$ cat src/rtl/bullet_pkg.sv
// rtl/bullet_pkg.sv - shared bullet colour codes, field slices and collider states
package bullet_pkg;

    localparam logic [1:0] COLOR_WHITE = 2'b00;
    localparam logic [1:0] COLOR_GREEN = 2'b01;
    localparam logic [1:0] COLOR_BLUE  = 2'b10;
    localparam logic [1:0] COLOR_NONE  = 2'b11;

    // position packs {x, y}, size packs {width, height}
    localparam int X_HI = 15;
    localparam int X_LO = 8;
    localparam int Y_HI = 7;
    localparam int Y_LO = 0;

    typedef enum logic [1:0] {
        S_IDLE  = 2'd0,
        S_CHECK = 2'd1,
        S_HIT   = 2'd2,
        S_DONE  = 2'd3
    } collider_state_t;

endpackage

$ cat src/rtl/aabb_overlap.sv
// rtl/aabb_overlap.sv - strict axis-aligned box overlap test between two boxes
module aabb_overlap
    import bullet_pkg::*;
(
    input  logic [15:0] i_pos_a,
    input  logic [15:0] i_size_a,
    input  logic [15:0] i_pos_b,
    input  logic [15:0] i_size_b,
    output logic        o_overlap
);

    logic [8:0] w_ax, w_ay, w_aw, w_ah;
    logic [8:0] w_bx, w_by, w_bw, w_bh;
    logic       w_nonzero;

    assign w_ax = {1'b0, i_pos_a[X_HI:X_LO]};
    assign w_ay = {1'b0, i_pos_a[Y_HI:Y_LO]};
    assign w_aw = {1'b0, i_size_a[X_HI:X_LO]};
    assign w_ah = {1'b0, i_size_a[Y_HI:Y_LO]};
    assign w_bx = {1'b0, i_pos_b[X_HI:X_LO]};
    assign w_by = {1'b0, i_pos_b[Y_HI:Y_LO]};
    assign w_bw = {1'b0, i_size_b[X_HI:X_LO]};
    assign w_bh = {1'b0, i_size_b[Y_HI:Y_LO]};

    // A degenerate box sitting strictly inside the other would otherwise pass
    assign w_nonzero = (w_aw != 9'd0) && (w_ah != 9'd0) && (w_bw != 9'd0) && (w_bh != 9'd0);

    assign o_overlap = w_nonzero
                    && (w_ax < w_bx + w_bw) && (w_bx < w_ax + w_aw)
                    && (w_ay < w_by + w_bh) && (w_by < w_ay + w_ah);

endmodule

$ cat src/rtl/bullet_collider.sv
// rtl/bullet_collider.sv - per-frame bullet scan, hit clearing and player HP tracking
module bullet_collider
    import bullet_pkg::*;
#(
    parameter int NUM_BULLETS   = 3,
    parameter int HP_MAX        = 100,
    parameter int DMG_WHITE     = 5,
    parameter int DMG_BLUE      = 5,
    parameter int HEAL_GREEN    = 2,
    parameter int INVULN_FRAMES = 4
) (
    input  logic        clk,
    input  logic        reset,
    input  logic        isRun,
    input  logic        tick,
    output logic [2:0]  index,
    input  logic [15:0] position,
    input  logic [15:0] size,
    input  logic [1:0]  color,
    input  logic        isRender,
    input  logic [15:0] playerPosition,
    input  logic [15:0] playerSize,
    input  logic        playerMoving,
    output logic        isCollide,
    output logic [7:0]  hp,
    output logic        isDead,
    output logic        scanDone
);

    localparam logic [2:0] LAST_IDX = 3'(NUM_BULLETS - 1);

    collider_state_t r_state, w_state_nx;
    logic [2:0]      r_index, w_index_nx;
    logic [7:0]      r_hp, w_hp_nx;
    logic [3:0]      r_inv, w_inv_nx;
    logic            r_dmg_scan, w_dmg_scan_nx;

    logic       w_overlap, w_hit, w_last;
    logic [7:0] w_hp_white, w_hp_blue, w_hp_green;
    logic [8:0] w_hp_heal;

    aabb_overlap u_overlap (
        .i_pos_a   (position),
        .i_size_a  (size),
        .i_pos_b   (playerPosition),
        .i_size_b  (playerSize),
        .o_overlap (w_overlap)
    );

    assign w_hit  = isRender && w_overlap && (color != COLOR_NONE);
    assign w_last = (r_index == LAST_IDX);

    assign w_hp_white = (r_hp < 8'(DMG_WHITE)) ? 8'd0 : r_hp - 8'(DMG_WHITE);
    assign w_hp_blue  = (r_hp < 8'(DMG_BLUE))  ? 8'd0 : r_hp - 8'(DMG_BLUE);
    assign w_hp_heal  = {1'b0, r_hp} + 9'(HEAL_GREEN);
    assign w_hp_green = (w_hp_heal > 9'(HP_MAX)) ? 8'(HP_MAX) : w_hp_heal[7:0];

    always_ff @(posedge clk or posedge reset) begin
        if (reset) begin
            r_state    <= S_IDLE;
            r_index    <= 3'd0;
            r_hp       <= 8'(HP_MAX);
            r_inv      <= 4'd0;
            r_dmg_scan <= 1'b0;
        end else begin
            r_state    <= w_state_nx;
            r_index    <= w_index_nx;
            r_hp       <= w_hp_nx;
            r_inv      <= w_inv_nx;
            r_dmg_scan <= w_dmg_scan_nx;
        end
    end

    always_comb begin
        w_state_nx    = r_state;
        w_index_nx    = r_index;
        w_hp_nx       = r_hp;
        w_inv_nx      = r_inv;
        w_dmg_scan_nx = r_dmg_scan;
        if (!isRun) begin
            w_state_nx    = S_IDLE;
            w_index_nx    = 3'd0;
            w_hp_nx       = 8'(HP_MAX);
            w_inv_nx      = 4'd0;
            w_dmg_scan_nx = 1'b0;
        end else begin
            case (r_state)
                S_IDLE: begin
                    if (tick && (r_hp != 8'd0)) begin
                        w_state_nx    = S_CHECK;
                        w_index_nx    = 3'd0;
                        w_dmg_scan_nx = 1'b0;
                    end
                end
                S_CHECK: begin
                    if (w_hit) begin
                        w_state_nx = S_HIT;
                    end else if (w_last) begin
                        w_state_nx = S_DONE;
                    end else begin
                        w_index_nx = r_index + 3'd1;
                    end
                end
                S_HIT: begin
                    if (color == COLOR_GREEN) begin
                        w_hp_nx = w_hp_green;
                    end else if ((r_inv == 4'd0) && (color == COLOR_WHITE)) begin
                        w_hp_nx       = w_hp_white;
                        w_inv_nx      = 4'(INVULN_FRAMES);
                        w_dmg_scan_nx = 1'b1;
                    end else if ((r_inv == 4'd0) && (color == COLOR_BLUE) && playerMoving) begin
                        w_hp_nx       = w_hp_blue;
                        w_inv_nx      = 4'(INVULN_FRAMES);
                        w_dmg_scan_nx = 1'b1;
                    end
                    if (w_last) begin
                        w_state_nx = S_DONE;
                    end else begin
                        w_state_nx = S_CHECK;
                        w_index_nx = r_index + 3'd1;
                    end
                end
                S_DONE: begin
                    // The scan that armed the counter does not consume one of its frames
                    if ((r_inv != 4'd0) && !r_dmg_scan) begin
                        w_inv_nx = r_inv - 4'd1;
                    end
                    w_state_nx = S_IDLE;
                end
                default: w_state_nx = S_IDLE;
            endcase
        end
    end

    assign index     = r_index;
    assign hp        = r_hp;
    assign isCollide = (r_state == S_HIT);
    assign scanDone  = (r_state == S_DONE);
    assign isDead    = (r_hp == 8'd0);

endmodule

$ cat config.mk
export PLATFORM = sky130hd
export DESIGN_NAME = bullet_collider
export DESIGN_NICKNAME = d
export VERILOG_FILES = /design/src/rtl/bullet_pkg.sv /design/src/rtl/aabb_overlap.sv /design/src/rtl/bullet_collider.sv
export SDC_FILE = /design/constraint.sdc
export NUM_CORES = 1
export LEC_CHECK = 0
export CORE_MARGIN = 1
export CORE_UTILIZATION = 30
export CTS_CLUSTER_SIZE = 20
export DETAILED_ROUTE_END_ITERATION = 8
export HOLD_SLACK_MARGIN = 0.15
export SLEW_MARGIN = 0
export SYNTH_ARGS = -nofsm -noshare
export SYNTH_HDL_FRONTEND = slang
export SYNTH_SLANG_ARGS = --single-unit
$ cat constraint.sdc
create_clock -name clk -period 2.9 [get_ports clk]
set_input_delay 0.29 -clock clk [delete_from_list [all_inputs] [get_ports clk]]
set_output_delay 0.29 -clock clk [all_outputs]
set_load 0.01 [all_outputs]
==> run summary <==
Async S/R FF share, synth - 100%
Crit-path slowest cell - fa_2
Final Core Density - 49.7%
PwrDens - 323 nW/um^2
FP Rows - 38
vias in the first global route - 3691
Seq pwr share - 17.9%
status - finished, violations left
CP max FO - 6
Placer Congestion - 0.841
Routed Wire Length - 9.91 mm
Slew Viols, Final - 0
Die X - 110 um
Via-to-Cell Ratio - 5.05
largest net degree at the start of global routing - 19
Post-synth EDFFs - 0
Mapped Cells - 425
Syn-to-layout area delta - 58.1%
Num Clock Sinks - 18
TritonCTS clock tree - built
synth warn - 0
CP max stage delay - 390 ps
cts hold-fix bufs - 0
clock buffer count from CTS - 3
DRT iter0 DRCs - 116
sw frac - 38.5%
Port Buffers - 85
Post-layout nets - 757
Max clock buf depth - 2
Tot GR Track Use - 16.7%
Rel. slew slack - 52.1%
top post-synthesis cells by count - ha_1 (73), a21oi_1 (38), inv_1 (32), nand2_1 (32), o21ai_0 (24)
grt ovf - 0
Max Cap Viol - 0
critical-path cell list - buf_8 > ha_4 > fa_2 > a211oi_2 > o21bai_1 > a21oi_2 > xor2_1 > ha_1 > a21o_1 > a221o_1 > o221ai_2 > nand4_4 > o21a_1 > mux2i_1
Pleak - 2.49 nW
total number of vias - 3770
most common cell in the netlist - ha_1
Placeable Area - 11100 sq um
Synth top area share - 26.2%
clk slew on worst S/H paths - 50 ps
clock share of power - 15.8%
Worst setup SP type - input port
antenna violations before repair - 0
first-pass GRT wire length - 16.2 mm
starting density of the core - 31.4%
Arr. time, crit path - 3220 ps
ys flop type - dfrtp_1
post-synth cell types - 66
P_sw - 0.684 mW
violated checks - negative setup slack
Die Y - 110 um
Setup violations, final - 5
htree depth - 1
DRT antenna net count - 0
Worst Path Class, Setup - input port to flip-flop
VDD IR-drop max - 0.000192 V
final hold viol count - 0
internal power - 1.09 mW
Mapped Area - 3480 sq um
post-route insts no fill - 747
layout cell share with drive strength beyond 1 - 28.7%
synthesis-stage register bit count - 18
Mapped Avg Cell Area - 8.19 sq um
number of detailed-route iterations in the first pass - 4
period utilization - 106%
Seq/Total Area, Yosys - 13.0%
most area-hungry cell type in the Yosys netlist - ha_1
Root Driver - clkbuf_16
Cells after DPL - 725
Slew @ Worst Pin - 718 ps
RSZ-0062 raised after global routing - true
Top-Level Pins - 86
Syn Nets - 574
Max Clock Skew - 1.84 ps
Worst-Skew Late Latency - 250 ps
Combinational Power Share - 66.3%
post-route setup slack - -184 ps
DRC - 0
synth top area cells - ha_1 (26%), dfrtp_1 (11%), a21oi_1 (5.5%)
die footprint - 12000 sq um
Critical Path End Type - flip-flop
WL/cell - 13.3 um
total power - 1.78 mW
worst hold slack - 460 ps
post-DP HPWL - 8.17 mm
FMAX - 324 MHz
Min Clock Period, post-route - 3080 ps
CP required - 3030 ps
Ant. Diodes - 0
worst min-delay path category - input port to async pin
-- power by group through the flow --
| stage | clock, mW | sequential (mW) | combinational, mW |
|---|---|---|---|
| after floorplan | 0 | 0.311 | 0.664 |
| after global placement | 0 | 0.321 | 1.06 |
| after detailed placement | 0 | 0.322 | 1.09 |
| after CTS | 0.289 | 0.319 | 1.16 |
| after global routing | 0.298 | 0.324 | 1.31 |
| final | 0.281 | 0.319 | 1.18 |
-- cell usage in the layout, fill, tap and decap left out, drive strengths merged, types with 15 or more instances in the layout --
master	n
a21oi	38
buf	108
clkdlybuf4s50	57
dfrtp	15
dlygate4sd2	17
ha	73
inv	32
nand2	32
nor2	23
o21ai	32
-- stage by stage --
step                      instance area [sq um]  worst slack (ps)  setup TNS (ps)
after CTS                                  5440              -184            -765
after floorplan                            3540             -25.4           -50.8
after global placement                     5140              -704           -3330
final                                      5500              -184            -700
after global routing                       5500              -290           -1210
after detailed placement                   5140              -802           -3840
-- cell families (layout without fill, tap and decap cells) --
| kind of cell | after synthesis | count (layout) | share of synthesized area, % |
|---|---|---|---|
| xor+xnor | 23 | 23 | 5.79 |
| compound gates | 142 | 142 | 27.4 |
| fa+ha+maj | 77 | 77 | 28.5 |
| simple gates | 119 | 119 | 18.5 |
| buf+inv | 40 | 222 | 4.85 |
| mux | 6 | 6 | 1.80 |
| flops | 18 | 18 | 13.0 |
-- per-layer routing --
layer  global-route usage (%)  vias to the layer above  wire length, um  share of wire [%]
li1                         -                     1944                -                  -
met1                     20.6                     1746             4450                 45
met2                     31.9                       76             5050                 51
met3                     1.66                        4              364                3.7
met4                     1.43                        0               52               0.52
met5                        0                        -                0                  0
-- worst paths after layout --
kind / start / endpoint / slack, ps / cells past startpoint
worst max-delay path: playerSize[0] / index[1]$_DFFE_PP0P_ / -180 / 14
worst min-delay path: reset / r_inv[2]$_DFFE_PP0P_ / 460 / 2
worst max register to register: hp[2]$_DFFE_PP1P_ / hp[3]$_DFFE_PP0P_ / 600 / 8
worst min register to register: r_dmg_scan$_DFFE_PP0P_ / r_dmg_scan$_DFFE_PP0P_ / 510 / 2
max in group asynchronous: reset / r_state[0]$_DFFE_PP0P_ / 1990 / 2
min in group clk: r_dmg_scan$_DFFE_PP0P_ / r_dmg_scan$_DFFE_PP0P_ / 510 / 2
-- critical path, delay by kind of cell --
family	cells	cell delay [ps]
AO/OA/AOI/OAI	7	1520
XOR/XNOR	1	180
adder cells (fa/ha/maj)	3	820
buffers and inverters	1	100
multiplexers	1	120
AND/OR/NAND/NOR	1	180
-- cell type report --
| class | instances | area, sq um |
|---|---|---|
| inverter | 32 | 123 |
| tap | 140 | 175 |
| sequential | 18 | 454 |
| timing repair buffer | 186 | 1580 |
| multi-input combinational | 367 | 3090 |
| clock buffer | 4 | 78.8 |
| fill | 1055 | 5580 |
-- flip-flops by register name, indices dropped and copies added, names as in the netlist --
name	count
r_state	2
index	3
r_inv	4
hp	8
r_dmg_scan	1
-- timing repair --
item | in CTS | in global routing
pin swaps | 59 | 38
setup buffers | 15 | 3
resized for setup | 76 | 24
setup endpoints to repair | 5 | 5
(Power assumes the default switching activity.)
